==> src/rtl/vlg_design_cnt_pkg.sv <==
// Shared constants and helpers for the free-running system counter.
// Provides default sizing and the prescaler width calculation.
package vlg_design_cnt_pkg;

    localparam int DIV_DEFAULT   = 20;
    localparam int CNT_W_DEFAULT = 4;

    // A one-bit prescaler is still needed when DIV is 1 so the register stays legal.
    function automatic int presc_width(input int div);
        if (div <= 1) begin
            return 1;
        end else begin
            return $clog2(div);
        end
    endfunction

endpackage

==> src/rtl/vlg_design_cnt_if.sv <==
// Time-base output bundle: the counter drives syscnt, consumers observe it.
interface vlg_design_cnt_if #(
    parameter int CNT_W = 4
);
    logic [CNT_W-1:0] syscnt;

    modport master (output syscnt);
    modport slave  (input  syscnt);
endinterface

==> src/rtl/vlg_tick_gen.sv <==
// Divide-by-DIV prescaler producing a one-cycle tick every DIV clocks.
module vlg_tick_gen
    import vlg_design_cnt_pkg::*;
#(
    parameter int DIV = DIV_DEFAULT
) (
    input  logic clk,
    input  logic rst_n,
    output logic tick
);

    localparam int             PW   = presc_width(DIV);
    localparam logic [PW-1:0]  LAST = PW'(DIV - 1);

    logic [PW-1:0] presc_r;
    logic          tick_s;

    // Terminal-count decode; with DIV of 1 the prescaler sits at 0 and this is always high.
    always_comb begin
        tick_s = 1'b0;
        if (presc_r == LAST) begin
            tick_s = 1'b1;
        end else begin
            tick_s = 1'b0;
        end
    end

    // Prescaler register; reset is active-high despite the rst_n name.
    always_ff @(posedge clk or posedge rst_n) begin
        if (rst_n) begin
            presc_r <= {PW{1'b0}};
        end else if (tick_s) begin
            presc_r <= {PW{1'b0}};
        end else begin
            presc_r <= presc_r + PW'(1);
        end
    end

    assign tick = tick_s;

endmodule

==> src/rtl/vlg_design_cnt.sv <==
// Free-running system time-base: prescaled tick advances a wrapping CNT_W-bit counter.
module vlg_design_cnt
    import vlg_design_cnt_pkg::*;
#(
    parameter int DIV   = DIV_DEFAULT,
    parameter int CNT_W = CNT_W_DEFAULT
) (
    input  logic                 clk,
    input  logic                 rst_n,
    vlg_design_cnt_if.master     cnt_if
);

    logic             tick_s;
    logic [CNT_W-1:0] syscnt_r;

    vlg_tick_gen #(
        .DIV (DIV)
    ) u_tick_gen (
        .clk   (clk),
        .rst_n (rst_n),
        .tick  (tick_s)
    );

    // System count register; wraps naturally modulo 2^CNT_W with no overflow flag.
    always_ff @(posedge clk or posedge rst_n) begin
        if (rst_n) begin
            syscnt_r <= {CNT_W{1'b0}};
        end else if (tick_s) begin
            syscnt_r <= syscnt_r + CNT_W'(1);
        end else begin
            syscnt_r <= syscnt_r;
        end
    end

    assign cnt_if.syscnt = syscnt_r;

endmodule

==> src/flat_wrapper.sv <==
// flat-port wrapper written by rule: the top's interface ports become plain ports
module vlg_design_cnt_flat import vlg_design_cnt_pkg::*;
#(
    parameter int DIV   = DIV_DEFAULT,
    parameter int CNT_W = CNT_W_DEFAULT
)
  (clk, rst_n, cnt_if_syscnt);
  vlg_design_cnt_if #(.CNT_W(CNT_W)) cnt_if_i ();
  input  logic clk;
  input  logic rst_n;
  output wire logic [$bits(cnt_if_i.syscnt)-1:0] cnt_if_syscnt;
  assign cnt_if_syscnt = cnt_if_i.syscnt;
  vlg_design_cnt #(.DIV(DIV), .CNT_W(CNT_W)) u_core (.clk(clk), .rst_n(rst_n), .cnt_if(cnt_if_i));
endmodule
==> config.mk <==
export PLATFORM = sky130hd
export DESIGN_NAME = vlg_design_cnt_flat
export DESIGN_NICKNAME = d
export VERILOG_FILES = /design/src/rtl/vlg_design_cnt_pkg.sv /design/src/rtl/vlg_design_cnt_if.sv /design/src/rtl/vlg_tick_gen.sv /design/src/rtl/vlg_design_cnt.sv /design/src/flat_wrapper.sv
export SDC_FILE = /design/constraint.sdc
export NUM_CORES = 1
export LEC_CHECK = 0
export BUFFER_PORTS_ARGS = -buffer_cell sky130_fd_sc_hd__buf_2
export CAP_MARGIN = 20
export CORE_AREA = 5 5 42 44
export CTS_CLUSTER_DIAMETER = 50
export DETAILED_ROUTE_END_ITERATION = 8
export DIE_AREA = 0 0 47 49
export GPL_TIMING_DRIVEN = 0
export PLACE_DENSITY = 0.49
export SLEW_MARGIN = 20
export SYNTH_ARGS = -nofsm -noshare
export SYNTH_HDL_FRONTEND = slang
export SYNTH_SLANG_ARGS = --single-unit
==> constraint.sdc <==
create_clock -name clk -period 4.85 [get_ports clk]
set_clock_uncertainty 0.2 [all_clocks]
set_input_delay 0.97 -clock clk [delete_from_list [all_inputs] [get_ports clk]]
set_output_delay 0.97 -clock clk [all_outputs]
set_load 0.01 [all_outputs]
======== After elaboration in Yosys (flattened, before gate mapping) ========
Cells that the tools add are included.
W data, S select, Z words.
storage, ports and cells
  register bits ........................... 9
  input bits .............................. 2
  output and inout bits ................... 4
  word-level logic and storage cells ...... 7
operators by class
  $add $sub $neg .......................... 2
  equality and inequality tests ........... 1
  mux-type cells .......................... 2
operators with widths
  kind                   count
  $add A5 B1 Y5 const B  1
  $eq A5 B5 Y1 const B   1
  $mux W5                1
  $add A4 B1 Y4 const B  1
  $mux W1                1

======== Longest topological paths before layout ========
  depth in word-level cells ............... 3
  depth in mapped cells ................... 5

======== By module ========
A second synthesis with hierarchy kept.
unflattened totals
  cell total of the unflattened synthesis .. 31
  area total of the unflattened synthesis .. 392.9 sq um
by module, submodules not included
  module          instances  cells each  area an instance (sq um)  seq. area each (sq um)
  vlg_tick_gen    1          19          229.0                     125.1
  vlg_design_cnt  1          12          163.9                     100.1

======== Least setup slack after synthesis ========
No wires, ideal clock.
  path type ............................... register -> register
  start point ............................. reg u_core.u_tick_gen.presc_r[0]
  end point ............................... reg u_core.syscnt_r[1], in the netlist u_core.cnt_if.syscnt[1]
  arrival ................................. 1.291 ns
  slack ................................... 3.231 ns
  cell stages (with the launch flop) ...... 5
  buffers on the path ..................... 1
  period minus slack after synthesis ...... 1.619 ns
  cell sequence ........................... dfrtp_1 -> ha_1 -> nor4bb_1 -> buf_4 -> mux2_1
between the ends
  longest elaborated chain between the ends .. 2
RTL lines
  what                    RTL line              RTL
  start, declared         vlg_tick_gen.sv:15    logic [PW-1:0] presc_r;
  start signal, assigned  vlg_tick_gen.sv:31    presc_r <= {PW{1'b0}};
  start signal, assigned  vlg_tick_gen.sv:33    presc_r <= {PW{1'b0}};
  start signal, assigned  vlg_tick_gen.sv:35    presc_r <= presc_r + PW'(1);
  $eq A5 B5 Y1            vlg_tick_gen.sv:21    if (presc_r == LAST) begin
  $mux W1                 vlg_tick_gen.sv:21
  end signal, assigned    vlg_design_cnt.sv:27  syscnt_r <= {CNT_W{1'b0}};
  end signal, assigned    vlg_design_cnt.sv:29  syscnt_r <= syscnt_r + CNT_W'(1);
  end signal, assigned    vlg_design_cnt.sv:31  syscnt_r <= syscnt_r;
  end, declared           vlg_design_cnt.sv:14  logic [CNT_W-1:0] syscnt_r;
Every way passes these cells.
A chain may end at the register's enable or synchronous reset.

======== Worst setup path after layout ========
  start point ............................. reg u_core.syscnt_r[0], in the netlist u_core.cnt_if.syscnt[0]
  end point ............................... out cnt_if_syscnt[0]
RTL lines
  what           RTL line            RTL
  end, declared  flat_wrapper.sv:11  output wire logic [$bits(cnt_if_i.syscnt)-1:0] cnt_if_syscnt;
No word-level cell between the ends.

==> summary.md <==
| Metric | Value |
|---|---|
| Area grow syn2layout | `18.4%` |
| Insertion delay of the later-clocked pin in the worst-skew pair | `0.25 ns` |
| Worst Path Required | `between 3 and 4 ns` |
| Final std cell area, no fill | `approximately 460 um2` |
| Row cnt | `14` |
| Starting DRT DRC Count | `1` |
| Number of max-slew violations in the final report | `0` |
| Number of synthesized register bits | `9` |
| GPL Wtd Cong | `around 0.72` |
| Total global routing overflow | `0` |
| Top_reg_cell synth | `sky130_fd_sc_hd__dfrtp_1` |
| Post-DRT Antenna Nets | `0` |
| Final Core Density | `between 30 and 40%` |
| H-Tree Level Count | `1` |
| Max Fclk | `between 400 and 500 MHz` |
| Worst vdd rail ir drop | `0.125 mV` |
| Number of instances resized during post-cts repair | `0` |
| Sequential cell area fraction in the yosys report | `slightly below 60%` |
| Max_cap viols | `0` |
| Post-CTS repair timing setup buffer count | `0` |
| Arrival time worst endpoint | `0.85 ns` |
| Longest individual stage delay on the worst path | `around 0.43 ns` |
| Synth warnings | `0` |
| Capturing element type of the critical path | `primary output` |
| Maximum number of buffers from clock root to sink | `2` |
| Port-buffer cells | `5` |
| Number of endpoints failing setup at the final stage | `0` |
| Category of the worst setup path launch point | `flop` |
| Fin. Hold Viols | `0` |
| Number of top-level design ports | `6` |
| Final routed DRC violation total | `0` |
| Number of detailed-routing iterations run before antenna repair | `2` |
| Synthesized netlist net count | `34` |
| Count of hold-fix buffers inserted at cts | `0` |
| Post-synthesis instance area | `slightly below 400 um2` |
| GRT Util Overall | `about 7%` |
| Routed wire length | `641 um` |
| Slew @ Worst Pin | `about 0.35 ns` |
| Final Instance Count excl. Fillers | `55` |
| Distinct cells, synth | `15` |
| Starting utilization of the core area | `about 28%` |
| Power per standard cell area | `290 nW/um2` |
| Chip Height | `49 um` |
| Placed Area | `between 400 and 500 um2` |
| Die width | `~47 um` |
| Die Footprint | `2300 um2` |
| First-pass GRT wire length | `between 1 and 1.5 mm` |
| Buffering stage count on the worst path with inverters included | `1` |
| Largest cells by area after synthesis | `sky130_fd_sc_hd__dfrtp_1, sky130_fd_sc_hd__xnor2_1, sky130_fd_sc_hd__ha_1, sky130_fd_sc_hd__nand4_2, sky130_fd_sc_hd__mux2_1` |
| Antenna violations before repair | `0` |
| Core Area | `between 1000 and 1500 um2` |
| Total instance count after detailed placement | `51` |
| Slew margin rel. | `about three quarters` |
| Library cell with the highest instance count after synthesis | `sky130_fd_sc_hd__dfrtp_1` |
| Via density per instance | `4.29` |
| Shortest period the worst path allows | `2.02 ns` |
| CP max FO | `4` |
| Critical Setup Path Class | `flop to primary output` |
| Detail-routed net length per standard cell | `between 10 and 15 um` |
| CTS tree | `done` |
| Clk pin slew, worst setup/hold paths | `0.06 ns` |
| Slowest library cell on the worst path | `sky130_fd_sc_hd__dfrtp_1` |
| Fraction of registers with async set or reset after synthesis | `100%` |
| RSZ-0062 raised after global routing | `false` |
| Summed negative setup slack over all endpoints | `0 ns` |
| Largest delay share family, worst path | `flip-flops` |
| Most instantiated cells after synthesis | `sky130_fd_sc_hd__dfrtp_1, sky130_fd_sc_hd__xnor2_1` |
| Vias | `236` |
| Post-Syn Area per Cell | `between 10 and 15 um2` |
| Period utilisation layout | `41.7%` |
| N_diodes | `0` |
| Number of sinks handled by clock tree synthesis | `9` |
| CTS root buffer | `sky130_fd_sc_hd__clkbuf_4` |
| Maximum number of pins on one net before global-route repair | `10` |
| Leak pwr | `about 0.24 nW` |
| Via count of the first global-routing pass | `~260` |
| Total clock buffers created by CTS | `3` |
| Outcome | `finished clean` |
| Post-Synthesis Cells | `30` |
| Post-layout net count | `44` |
| Class of the most critical hold timing path | `flop to flop` |
| Yosys top cell area share | `a little under 60%` |
| Number of enable-type register cells in the synthesized netlist | `0` |
| Detailed-placement wirelength estimate | `498 um` |
| Cell-by-cell listing of the critical path | `buf_2` |
| Synth area leader | `sky130_fd_sc_hd__dfrtp_1` |
| Layout cells sized above 1 | `25.6%` |
## path summary, 6_finish.rpt
check	startpoint	slack, ns	cells after the start	endpoint
max	u_core.cnt_if.syscnt[0]	2.83	1	cnt_if_syscnt[0]
min	u_core.u_tick_gen.presc_r[0]	0.26	1	u_core.u_tick_gen.presc_r[0]
max reg2reg	u_core.u_tick_gen.presc_r[0]	3.14	4	u_core.cnt_if.syscnt[1]
min reg2reg	u_core.u_tick_gen.presc_r[0]	0.26	1	u_core.u_tick_gen.presc_r[0]
max in group asynchronous	rst_n	3.73	2	u_core.cnt_if.syscnt[2]
min in group asynchronous	rst_n	0.47	2	u_core.u_tick_gen.presc_r[4]
## stage by stage
step / hold slack [ns] / setup slack [ns] / total power, mW
after floorplan: 0.230 / 3.23 / 0.0776
after CTS: 0.257 / 2.81 / 0.136
after global routing: 0.288 / 2.78 / 0.140
final: 0.256 / 2.83 / 0.133
after global placement: 0.246 / 3.11 / 0.0782
after detailed placement: 0.249 / 3.10 / 0.0784
## cell usage in the layout, fill, tap and decap left out, types with 2 or more instances in the layout
cell type / synthesis / routed
sky130_fd_sc_hd__clkbuf_4: 0 / 3
sky130_fd_sc_hd__xnor2_1: 4 / 4
sky130_fd_sc_hd__nand2_1: 2 / 2
sky130_fd_sc_hd__buf_2: 0 / 5
sky130_fd_sc_hd__inv_1: 2 / 2
sky130_fd_sc_hd__ha_1: 2 / 2
sky130_fd_sc_hd__nor2_1: 2 / 2
sky130_fd_sc_hd__dfrtp_1: 9 / 9
## kinds of logic after synthesis
kind of cell / synth area share [%]
AOI/OAI and AO/OA: 3.56
and+or+nand+nor: 11.0
buffers and inverters: 3.88
muxes: 5.50
adders and majority gates: 6.47
xor gates and xnor gates: 11.3
DFF: 58.3
## area by class of cell
class,count,area [um2]
fillers,148,943
flip-flops and latches,9,225
multi-input cells,18,146
clock buffers,4,26.3
repair buffers,5,25.0
well taps,16,20.0
plain buffers,1,7.51
inverters,2,7.51
## sequential cells by signal (all words and copies together) (netlist names)
signal / cells
u_core.cnt_if.syscnt: 4
u_core.u_tick_gen.presc_r: 5
## where the power goes
group          internal, mW  switching [mW]  total (mW)
sequential           0.0751               0      0.0751
clock                0.0316          0.0244      0.0560
combinational      0.000336         0.00149     0.00183
## metal layers
layer / GRT usage, % / vias up / share of wire, %
met1: 6.41 / 110 / 39
li1: - / 118 / -
met4: 6.91 / 0 / 3.4
met5: 0 / - / 0
met2: 10.4 / 4 / 52
met3: 3.32 / 4 / 5.0
No activity file was read; power rests on OpenSTA's default activity.
